**config.mk**
```make
export PLATFORM = sky130hd
export DESIGN_NAME = tlbcam_plru_flat
export DESIGN_NICKNAME = d
export VERILOG_FILES = /design/src/rtl/tlbcam_plru_if.sv /design/src/rtl/tlbcam_plru.sv /design/src/flat_wrapper.sv
export SDC_FILE = /design/constraint.sdc
export NUM_CORES = 2
export LEC_CHECK = 0
export ABC_AREA = 1
export BUFFER_PORTS_ARGS = -buffer_cell sky130_fd_sc_hd__buf_2
export CAP_MARGIN = 30
export CORE_ASPECT_RATIO = 0.7
export CORE_UTILIZATION = 45
export DETAILED_ROUTE_END_ITERATION = 10
export PLACE_DENSITY = 0.65
export SLEW_MARGIN = 20
export SYNTH_ARGS = -nofsm -noshare
export SYNTH_HDL_FRONTEND = slang
export SYNTH_SLANG_ARGS = --single-unit
```
**constraint.sdc**
```tcl
create_clock -name clk -period 5 [get_ports clk]
set_input_delay 1 -clock clk [delete_from_list [all_inputs] [get_ports clk]]
set_output_delay 1 -clock clk [all_outputs]
set_load 0.02 [all_outputs]
```
**src/rtl/tlbcam_plru_if.sv**
```systemverilog
// Lookup, fill and flush signals between the MMU and the TLB tag CAM.
interface tlbcam_plru_if #(
  parameter int unsigned ENTRIES      = 16,
  parameter int unsigned LEVELS       = 4,
  parameter int unsigned SEGMENT_BITS = 9,
  parameter int unsigned ASID_BITS    = 16
);
  localparam int unsigned KeyW = LEVELS * SEGMENT_BITS;
  localparam int unsigned PtW  = $clog2(LEVELS);
  localparam int unsigned AlW  = $clog2(LEVELS + 1);

  logic [AlW-1:0]       ActiveLevels;
  logic                 Lookup;
  logic [KeyW-1:0]      VPN;
  logic [ASID_BITS-1:0] ASID;
  logic                 WriteEn;
  logic [PtW-1:0]       WrPageType;
  logic                 WrGlobal;
  logic                 WrNapot;
  logic                 Flush;
  logic                 FlushVPNValid;
  logic                 FlushASIDValid;
  logic [KeyW-1:0]      FlushVPN;
  logic [ASID_BITS-1:0] FlushASID;
  logic                 Hit;
  logic [ENTRIES-1:0]   HitIndex;
  logic [PtW-1:0]       HitPageType;
  logic [ENTRIES-1:0]   VictimIndex;
  logic                 Full;

  modport master (
    output ActiveLevels, Lookup, VPN, ASID, WriteEn, WrPageType, WrGlobal, WrNapot,
           Flush, FlushVPNValid, FlushASIDValid, FlushVPN, FlushASID,
    input  Hit, HitIndex, HitPageType, VictimIndex, Full
  );

  modport slave (
    input  ActiveLevels, Lookup, VPN, ASID, WriteEn, WrPageType, WrGlobal, WrNapot,
           Flush, FlushVPNValid, FlushASIDValid, FlushVPN, FlushASID,
    output Hit, HitIndex, HitPageType, VictimIndex, Full
  );
endinterface

```
**src/rtl/tlbcam_plru.sv**
```systemverilog
// Fully associative TLB tag CAM with multi-level page matching, selective
// sfence.vma flush and tree pseudo-LRU replacement.
module tlbcam_plru #(
  parameter int unsigned ENTRIES      = 16,
  parameter int unsigned LEVELS       = 4,
  parameter int unsigned SEGMENT_BITS = 9,
  parameter int unsigned ASID_BITS    = 16,
  parameter bit          NAPOT_EN     = 1'b1
) (
  input  logic          clk,
  input  logic          reset,
  tlbcam_plru_if.slave  bus
);
  localparam int unsigned KeyW = LEVELS * SEGMENT_BITS;
  localparam int unsigned PtW  = $clog2(LEVELS);
  localparam int unsigned AlW  = $clog2(LEVELS + 1);
  localparam int unsigned IdxW = $clog2(ENTRIES);

  logic [ENTRIES-1:0]   valid_q, valid_d;
  logic [ENTRIES-2:0]   plru_q, plru_d;
  logic [KeyW-1:0]      vpn_q    [ENTRIES];
  logic [ASID_BITS-1:0] asid_q   [ENTRIES];
  logic [PtW-1:0]       ptype_q  [ENTRIES];
  logic [ENTRIES-1:0]   global_q;
  logic [ENTRIES-1:0]   napot_q;

  logic [ENTRIES-1:0]   hit_vec, flush_vec;
  logic [PtW-1:0]       hit_pt;
  logic [IdxW-1:0]      hit_idx, victim_idx;

  // Segment-wise VPN compare; segments below the page level or above the
  // active level count are don't-care, NAPOT relaxes the low 4 bits of level 0.
  function automatic logic vpn_match(input logic [KeyW-1:0] stored,
                                     input logic [KeyW-1:0] vpn,
                                     input logic [PtW-1:0]  ptype,
                                     input logic            napot,
                                     input logic [AlW-1:0]  active);
    logic ok;
    logic seg_eq;
    ok = 1'b1;
    for (int i = 0; i < int'(LEVELS); i++) begin
      seg_eq = stored[i*SEGMENT_BITS +: SEGMENT_BITS] == vpn[i*SEGMENT_BITS +: SEGMENT_BITS];
      if (i == 0 && NAPOT_EN && napot && ptype == '0) begin
        seg_eq = seg_eq | (stored[SEGMENT_BITS-1:4] == vpn[SEGMENT_BITS-1:4]);
      end
      if (!(seg_eq || i < int'(ptype) || i >= int'(active))) ok = 1'b0;
    end
    return ok;
  endfunction

  // Point every tree node on the path to the given line away from it.
  function automatic logic [ENTRIES-2:0] touch(input logic [ENTRIES-2:0] bits,
                                               input logic [IdxW-1:0]    line);
    int node;
    node = 0;
    for (int d = 0; d < int'(IdxW); d++) begin
      bits[node] = ~line[IdxW-1-d];
      node = 2 * node + 1 + int'(line[IdxW-1-d]);
    end
    return bits;
  endfunction

  // Lookup and flush match vectors against the current state.
  always_comb begin
    hit_vec   = '0;
    hit_pt    = '0;
    hit_idx   = '0;
    flush_vec = '0;
    for (int e = 0; e < int'(ENTRIES); e++) begin
      if (valid_q[e] && (asid_q[e] == bus.ASID || global_q[e]) &&
          vpn_match(vpn_q[e], bus.VPN, ptype_q[e], napot_q[e], bus.ActiveLevels)) begin
        hit_vec[e] = bus.Lookup;
      end
      if (hit_vec[e]) begin
        hit_pt  = hit_pt | ptype_q[e];
        hit_idx = hit_idx | IdxW'(e);
      end
      flush_vec[e] = bus.Flush &
                     (!bus.FlushVPNValid ||
                      vpn_match(vpn_q[e], bus.FlushVPN, ptype_q[e], napot_q[e],
                                bus.ActiveLevels)) &
                     (!bus.FlushASIDValid || (!global_q[e] && asid_q[e] == bus.FlushASID));
    end
  end

  // Victim: lowest invalid line, else the leaf the PLRU tree points at.
  always_comb begin
    int  node;
    logic found;
    found      = 1'b0;
    victim_idx = '0;
    for (int e = int'(ENTRIES) - 1; e >= 0; e--) begin
      if (!valid_q[e]) begin
        victim_idx = IdxW'(e);
        found      = 1'b1;
      end
    end
    node = 0;
    for (int d = 0; d < int'(IdxW); d++) begin
      node = 2 * node + 1 + int'(plru_q[node]);
    end
    if (!found) victim_idx = IdxW'(node - int'(ENTRIES - 1));
  end

  // Next state: flush on old state then write; hit touch before write touch.
  always_comb begin
    valid_d = valid_q & ~flush_vec;
    plru_d  = plru_q;
    if (bus.Hit) plru_d = touch(plru_d, hit_idx);
    if (bus.WriteEn) begin
      valid_d[victim_idx] = 1'b1;
      plru_d              = touch(plru_d, victim_idx);
    end
  end

  // Valid and PLRU state; reset wins over any same-cycle write or flush.
  always_ff @(posedge clk) begin
    if (reset) begin
      valid_q <= '0;
      plru_q  <= '0;
    end else begin
      valid_q <= valid_d;
      plru_q  <= plru_d;
    end
  end

  // Key fields are not reset and survive flushes.
  always_ff @(posedge clk) begin
    if (!reset && bus.WriteEn) begin
      vpn_q[victim_idx]    <= bus.VPN;
      asid_q[victim_idx]   <= bus.ASID;
      ptype_q[victim_idx]  <= bus.WrPageType;
      global_q[victim_idx] <= bus.WrGlobal;
      napot_q[victim_idx]  <= bus.WrNapot & NAPOT_EN;
    end
  end

  assign bus.Hit         = |hit_vec;
  assign bus.HitIndex    = hit_vec;
  assign bus.HitPageType = hit_pt;
  assign bus.VictimIndex = ENTRIES'(1) << victim_idx;
  assign bus.Full        = &valid_q;
endmodule

```
**src/flat_wrapper.sv**
```systemverilog
// flat-port wrapper written by rule: the top's interface ports become plain ports
module tlbcam_plru_flat 
#(
  parameter int unsigned ENTRIES      = 16,
  parameter int unsigned LEVELS       = 4,
  parameter int unsigned SEGMENT_BITS = 9,
  parameter int unsigned ASID_BITS    = 16,
  parameter bit          NAPOT_EN     = 1'b1
)
  (clk, reset, bus_ActiveLevels, bus_Lookup, bus_VPN, bus_ASID, bus_WriteEn, bus_WrPageType, bus_WrGlobal, bus_WrNapot, bus_Flush, bus_FlushVPNValid, bus_FlushASIDValid, bus_FlushVPN, bus_FlushASID, bus_Hit, bus_HitIndex, bus_HitPageType, bus_VictimIndex, bus_Full);
  tlbcam_plru_if #(.ENTRIES(ENTRIES), .LEVELS(LEVELS), .SEGMENT_BITS(SEGMENT_BITS), .ASID_BITS(ASID_BITS)) bus_i ();
  input  logic clk;
  input  logic reset;
  input wire logic [$bits(bus_i.ActiveLevels)-1:0] bus_ActiveLevels;
  input wire logic [$bits(bus_i.Lookup)-1:0] bus_Lookup;
  input wire logic [$bits(bus_i.VPN)-1:0] bus_VPN;
  input wire logic [$bits(bus_i.ASID)-1:0] bus_ASID;
  input wire logic [$bits(bus_i.WriteEn)-1:0] bus_WriteEn;
  input wire logic [$bits(bus_i.WrPageType)-1:0] bus_WrPageType;
  input wire logic [$bits(bus_i.WrGlobal)-1:0] bus_WrGlobal;
  input wire logic [$bits(bus_i.WrNapot)-1:0] bus_WrNapot;
  input wire logic [$bits(bus_i.Flush)-1:0] bus_Flush;
  input wire logic [$bits(bus_i.FlushVPNValid)-1:0] bus_FlushVPNValid;
  input wire logic [$bits(bus_i.FlushASIDValid)-1:0] bus_FlushASIDValid;
  input wire logic [$bits(bus_i.FlushVPN)-1:0] bus_FlushVPN;
  input wire logic [$bits(bus_i.FlushASID)-1:0] bus_FlushASID;
  output wire logic [$bits(bus_i.Hit)-1:0] bus_Hit;
  output wire logic [$bits(bus_i.HitIndex)-1:0] bus_HitIndex;
  output wire logic [$bits(bus_i.HitPageType)-1:0] bus_HitPageType;
  output wire logic [$bits(bus_i.VictimIndex)-1:0] bus_VictimIndex;
  output wire logic [$bits(bus_i.Full)-1:0] bus_Full;
  assign bus_i.ActiveLevels = bus_ActiveLevels;
  assign bus_i.Lookup = bus_Lookup;
  assign bus_i.VPN = bus_VPN;
  assign bus_i.ASID = bus_ASID;
  assign bus_i.WriteEn = bus_WriteEn;
  assign bus_i.WrPageType = bus_WrPageType;
  assign bus_i.WrGlobal = bus_WrGlobal;
  assign bus_i.WrNapot = bus_WrNapot;
  assign bus_i.Flush = bus_Flush;
  assign bus_i.FlushVPNValid = bus_FlushVPNValid;
  assign bus_i.FlushASIDValid = bus_FlushASIDValid;
  assign bus_i.FlushVPN = bus_FlushVPN;
  assign bus_i.FlushASID = bus_FlushASID;
  assign bus_Hit = bus_i.Hit;
  assign bus_HitIndex = bus_i.HitIndex;
  assign bus_HitPageType = bus_i.HitPageType;
  assign bus_VictimIndex = bus_i.VictimIndex;
  assign bus_Full = bus_i.Full;
  tlbcam_plru #(.ENTRIES(ENTRIES), .LEVELS(LEVELS), .SEGMENT_BITS(SEGMENT_BITS), .ASID_BITS(ASID_BITS), .NAPOT_EN(NAPOT_EN)) u_core (.clk(clk), .reset(reset), .bus(bus_i));
endmodule
```
Word-level counts from Yosys, hierarchy flattened
Memories as Yosys holds them, arrays and structs flattened. Cells that the tools add are included. Widths: inputs -> output; s select.

Input bits: 118. Logic and storage cells: 1036. Output and inout bits: 36. Register bits: 63. Memories kept: 3. RAM bits: 864.

Equality and inequality tests: 192. Reduce and logical (&&, ||, !) cells: 382. $lt $le $gt $ge: 69. Shift operators: 1. Add/subtract/negate cells: 18. Bitwise operators: 90. Mux-type cells: 276.

Memory list: u_core.vpn_q (depth 16, bits a word 36, rd ports 16, clocked after memory_dff 0, wr ports 1, line tlbcam_plru.sv:21) `logic [KeyW-1:0] vpn_q [ENTRIES];`; u_core.asid_q (depth 16, bits a word 16, rd ports 16, clocked after memory_dff 0, wr ports 1, line tlbcam_plru.sv:22) `logic [ASID_BITS-1:0] asid_q [ENTRIES];`; u_core.ptype_q (depth 16, bits a word 2, rd ports 16, clocked after memory_dff 0, wr ports 1, line tlbcam_plru.sv:23) `logic [PtW-1:0] ptype_q [ENTRIES];`.

Operator list (count): $eq 9x9->1 (128); $eq 16x16->1 (32); $lt 32x6->1 const B (9); $logic_or 1x1->1 (272); $mux 1 (208); $add 32x2->32 (6); $add 32x2->32 const B (6); $ge 32x1->1 const B (6); $eq 5x5->1 (32); $mux 4 (25); $bwmux 15 (6); $logic_and 1x1->1 (72); $lt 1x2->1 const A (32); $mux 2 (18); $and 1x1->1 (32); $bwmux 16 (2); $logic_not 2->1 (16); $lt 2x2->1 const A (16); $or 1x1->1 (32); $mux 15 (2); $or 2x2->2 (15); $demux 1 s4 (7); $logic_not 1->1 (19); $and 16x16->16 (1); 18 further kinds (34).

Longest topological paths before layout
An unclocked memory read counts as a cell.

Word-level depth: 43. Gate-level depth with buffers: 28. Gate-level depth less buffers: 26.

Least setup slack after synthesis
No wires, ideal clock.

Kind: register to register. From: register u_core.plru_q[0]. To: memory u_core.asid_q[11][0], enable pin. Period minus slack after synthesis: 5.370 ns. Setup time: 0.470 ns. Path buffers: 1. Stages on the path, launching flop included: 21. Slack: -0.370 ns. Required time: 4.530 ns. Arrival time: 4.900 ns. Path through: dfxtp_1 -> nand2_1 -> o21a_1 -> ha_1 -> inv_1 -> nand3_1 -> nand2_1 -> nand2_1 -> nand2_2 -> inv_2 -> ha_1 -> inv_1 -> o211ai_1 -> nand3_1 -> o21ai_0 -> nand2_1 -> nand3_2 -> nand2_2 -> buf_6 -> nand2_2 -> nor2_1.

Longest elaborated chain between the ends: 15. Elaborated cells between the ends (all ways): 18. Classes of those cells: add/sub (8); mux (10).

Ends and longest elaborated chain: from (decl) (line tlbcam_plru.sv:20) `logic [ENTRIES-2:0] plru_q, plru_d;`; from (signal assigned) (line tlbcam_plru.sv:123) `plru_q <= plru_d;`; branches (longest 12 deep; another with $add 32x2->32); $add 4x2->4 * (line tlbcam_plru.sv:100) `node = 2 * node + 1 + int'(plru_q[node]);`; $sub 4x1->4 * (line tlbcam_plru.sv:102) `if (!found) victim_idx = IdxW'(node - int'(ENTRIES - 1));`; $mux 4 * (line tlbcam_plru.sv:102); to (decl) (line tlbcam_plru.sv:22).

Mark *: on every way between the ends. The select of a mux whose other input is x is not followed.

Worst setup path in the final report
From: input bus_ActiveLevels[2]. To: output bus_HitPageType[1].

Longest elaborated chain between the ends: 39. Elaborated cells between the ends (all ways): 195. Classes of those cells: order compare (4); mux (96); bitwise (15); reduce/logical (80).

Ends and longest elaborated chain: from (decl) (line flat_wrapper.sv:14) `input wire logic [$bits(bus_i.ActiveLevels)-1:0] bus_ActiveLevels;`; $ge 1x3->1 (line tlbcam_plru.sv:46) `if (!(seg_eq || i < int'(ptype) || i >= int'(active))) ok = 1'b0;`; $logic_or 1x1->1 (line tlbcam_plru.sv:46); $mux 1 (4 in a row) (line tlbcam_plru.sv:46); $logic_and 1x1->1 (line tlbcam_plru.sv:70) `if (valid_q[e] && (asid_q[e] == bus.ASID || global_q[e]) &&`; $mux 1 (line tlbcam_plru.sv:70); $mux 2 (line tlbcam_plru.sv:74) `if (hit_vec[e]) begin`; $or 2x2->2 (line tlbcam_plru.sv:75) `hit_pt = hit_pt | ptype_q[e];`; $mux 2 (line tlbcam_plru.sv:74); (+20 left out); $or 2x2->2 (line tlbcam_plru.sv:75); $mux 2 (line tlbcam_plru.sv:74); $or 2x2->2 (line tlbcam_plru.sv:75); $mux 2 (line tlbcam_plru.sv:74); $or 2x2->2 (line tlbcam_plru.sv:75); $mux 2 (line tlbcam_plru.sv:74); $or 2x2->2 (line tlbcam_plru.sv:75); $mux 2 * (line tlbcam_plru.sv:74); to (decl) (line flat_wrapper.sv:29) `output wire logic [$bits(bus_i.HitPageType)-1:0] bus_HitPageType;`.

Every way passes the cells marked *; elsewhere a longest branch is shown, timed or not.

==> summary.md <==
| Metric | Value |
|---|---|
| Peak supply drop | 0.3092 mV |
| RR Startpoint | u_core.plru_q[1] |
| Placed Area | 0.05716 sq mm |
| Cell area after synthesis | 0.05403 sq mm |
| Main combinational cell family by area after synthesis | simple AND/OR/NAND/NOR gates |
| #FFs+latches synth | 927 |
| Dpl ws | 315.9 ps |
| Die area | 0.1215 sq mm |
| CTS tree | done |
| Proportion of synthesized area in mux cells | 0 |
| RSZ-0062 raised after global routing | false |
| Nets | 5,901 |
| Wirelength per Cell | 23.70 microns |
| Die Height | 291.9 microns |
| IO buf count | 153 |
| Clock sinks | 927 |
| Vias in the first global route | 39,140 |
| Simple-Gate Fraction of Synth Area | 0.1893 |
| Post-synthesis adder-cell area fraction | 0.003705 |
| Final WL | 175,500 microns |
| Largest net degree at the start of global routing | 57 |
| Final worst slack | 255.5 ps |
| Ys Warns | 0 |
| Worst Skew | 29.83 ps |
| Post-synth EDFFs | 896 |
| Period utilization | 0.9489 |
| First-pass iteration count of the detailed router | 6 |
| Fill cells | 10,520 |
| Initial antenna violation count | 18 |
| Global route total overflow | 0 |
| Power density over the cells | 297.9 mW/mm^2 |
| Clock slew at reported path FFs | 60 ps |
| Gr usage total | 0.2849 |
| Setup Viol. Count Final | 0 |
| Crit-path max FO | 10 |
| Least-Margin Pin Slew | 995.8 ps |
| Gpl congestion | 0.9598 |
| Crit path kind | in2out |
| Site Rows | 105 |
| Reg2reg path depth | 19 |
| Hpwl dp | 127,400 microns |
| Core box area | 0.1181 sq mm |
| CTS buffer count | 97 |
| Req. time, crit path | 4000 ps |
| Post-synth top flop | edfxtp_1 |
| Ports | 154 |
| Final Hold Viols | 0 |
| Reg-to-reg setup timing slack | 840 ps |
| Final Max Tran Viols | 0 |
| Clk Latency, worst-skew pair | 720 ps |
| Setup crit end | bus_HitPageType[1] |
| Max frequency | 210.8 MHz |
| Layout area overhead | 12.16% |
| Fin area | 0.06060 sq mm |
| WP data arrival | 3740 ps |
| Synth Area in XOR/XNOR | 0.1783 |
| Via count | 41,470 |
| Multi-input gate area | 0.02329 sq mm |
| Sequential cell area | 0.02753 sq mm |
| Initial DRC Count | 5,011 |
| Share of layout cells above drive strength 1 | 0.1140 |
| Htree depth | 3 |
| Maximum root-to-sink buffer count | 3 |
| Critical path launch point | bus_ActiveLevels[2] |
| Crit path launch type | primary input |
| Post-DRT Antenna Nets | 0 |
| Starting Density | 0.4575 |
| Hold_buf cts | 0 |
| Reg-to-Reg End | u_core.vpn_q[7][11] |
| HP Class | reg2reg |
| CP Capture Type | output pin |
| Syn nets | 5,690 |
| Period minus WS final | 4744 ps |
| Share of synthesized registers carrying an async set or reset | 0 |
| Post-synthesis compound-gate area fraction | 0.05574 |
| Syn Inst Count | 5,556 |
| Syn Area/Cell | 9.725 sq um |
| Routed vias/inst | 5.600 |
| Clk root buf | clkbuf_16 |
| Leakage | 23.33 nW |
| Die X | 416.2 microns |
| First-pass GRT wire length | 257,700 microns |
| Status | finished, final reports clean |
| Synth unique cells | 65 |
| Maxcap violations | 0 |
| Max_slew headroom | 0.3274 |
| Post-synthesis sequential area ratio | 0.5094 |
| Post-route DRC violation count | 0 |
[worst min-delay path by stage]
stage,cells after the start,slack [ps],startpoint,end
2_1_floorplan,2,480,u_core.valid_q[0],u_core.valid_q[0]
3_3_place_gp,2,510,u_core.valid_q[3],u_core.valid_q[3]
3_5_place_dp,2,510,u_core.valid_q[14],u_core.valid_q[14]
4_1_cts,1,500,bus_VPN[4],u_core.vpn_q[0][4]
5_1_grt,1,540,bus_VPN[4],u_core.vpn_q[0][4]
6_report,2,530,u_core.valid_q[14],u_core.valid_q[14]
[metal layers]
layer	wire length, microns	vias up	GRT usage
li1	-	19020	-
met1	76930	20080	0.4156
met2	75530	2071	0.4232
met3	17850	294	0.06027
met4	5185	6	0.08577
met5	40	-	0
[Yosys cell counts, drive strengths merged, types with 33 or more instances]
cell type  instances  area share
nand2           1281       0.091
edfxtp           896        0.50
xor2             660        0.11
nor2             489       0.036
inv              455       0.032
xnor2            439       0.071
nand3            203       0.019
buf              147       0.025
o21ai            131       0.012
nand4            127       0.015
clkbuf            98      0.0068
nor4              96       0.011
a21oi             85      0.0082
o22ai             73      0.0085
nor3              69      0.0066
or2               68      0.0079
a221oi            33      0.0053
[sequential cells by signal, indices dropped and copies added (netlist names)]
name	flops
u_core.ptype_q	32
u_core.napot_q	16
u_core.global_q	16
u_core.vpn_q	576
u_core.plru_q	15
u_core.asid_q	256
u_core.valid_q	16
[metrics by stage]
stage / TNS [ps] / hold slack (ps) / cells / power, mW / utilization
floorplan: -82980 / 479.9 / 5556 / 9.923 / -
global placement: 0 / 512.4 / 7209 / 10.53 / 0.4840
detailed placement: 0 / 512.3 / 7209 / 10.56 / 0.4840
CTS: 0 / 504.7 / 7390 / 18.07 / 0.5118
global route: 0 / 535.8 / 7406 / 18.56 / 0.5131
finish: 0 / 529.0 / 7406 / 18.05 / 0.5131
[timing repair]
item | in CTS | in global routing
endpoints found under the setup margin | 16 | 16
endpoints found under the hold margin | 0 | 0
buffers inserted | 0 | 8
gates resized for setup | 7 | 12
pin swaps | 0 | 2
cloned | 0 | 1
[placed cells by master, fill, tap and decap left out, types with 10 or more instances in the layout]
cell       count
a21oi_1       82
nand2_4       12
nor3_1        67
or2_2         39
buf_2        152
clkbuf_16    101
o221ai_1      15
edfxtp_1     896
o211ai_1      18
clkbuf_1      17
nand3b_1      10
a221oi_1      33
a2111oi_0     12
nand2_1     1257
clkinv_2      22
xnor2_1      438
nor2_2        13
o41ai_1       10
o22ai_1       73
ha_1          14
o21ai_1       16
xor2_1       659
inv_1        425
buf_12        42
dfxtp_1       29
buf_4        161
inv_2         26
bufinv_16     10
clkinv_1      21
nor2_4        25
a22o_1        13
o2111ai_1     28
o21ai_0      113
nand2_2       11
nand3_1      197
or2_1         21
nor2_1       449
nand4_1      127
nor4_1        96
[power by group]
part,internal (mW),switching (mW),total [mW]
registers,8.57,0.0429,8.61
clock network,4.28,3.30,7.59
logic,0.633,1.23,1.86
[area by class of cell]
| cell class | count | area share |
|---|---|---|
| antenna | 6 | 0.0002478 |
| clock buffer | 122 | 0.04367 |
| clock inverter | 59 | 0.01010 |
| inverter | 463 | 0.02889 |
| multi-input combinational | 3922 | 0.3843 |
| sequential | 927 | 0.4543 |
| tap | 1551 | 0.03202 |
| timing repair buffer | 356 | 0.04646 |
[logic make-up (layout without fill, tap and decap cells)]
group / count (synthesis) / count (layout)
other: 0 / 6
AND/OR/NAND/NOR: 2347 / 2348
flip-flops: 927 / 927
adder cells (fa/ha/maj): 16 / 16
buffers and inverters: 708 / 1000
XOR/XNOR: 1099 / 1099
AO/OA/AOI/OAI: 459 / 459
[worst max-delay path: stages]
cell       delay, ps
buf_2            160
nor2_8            60
inv_2             60
nor2_4            50
buf_4            200
nor3_1           560
nand2_1          330
nand2_1          140
nor2_1            50
nand2_1          130
inv_1             90
a221oi_1         340
o2111ai_1        310
buf_2            250
Note: power is estimated with default switching activity, not from simulation.
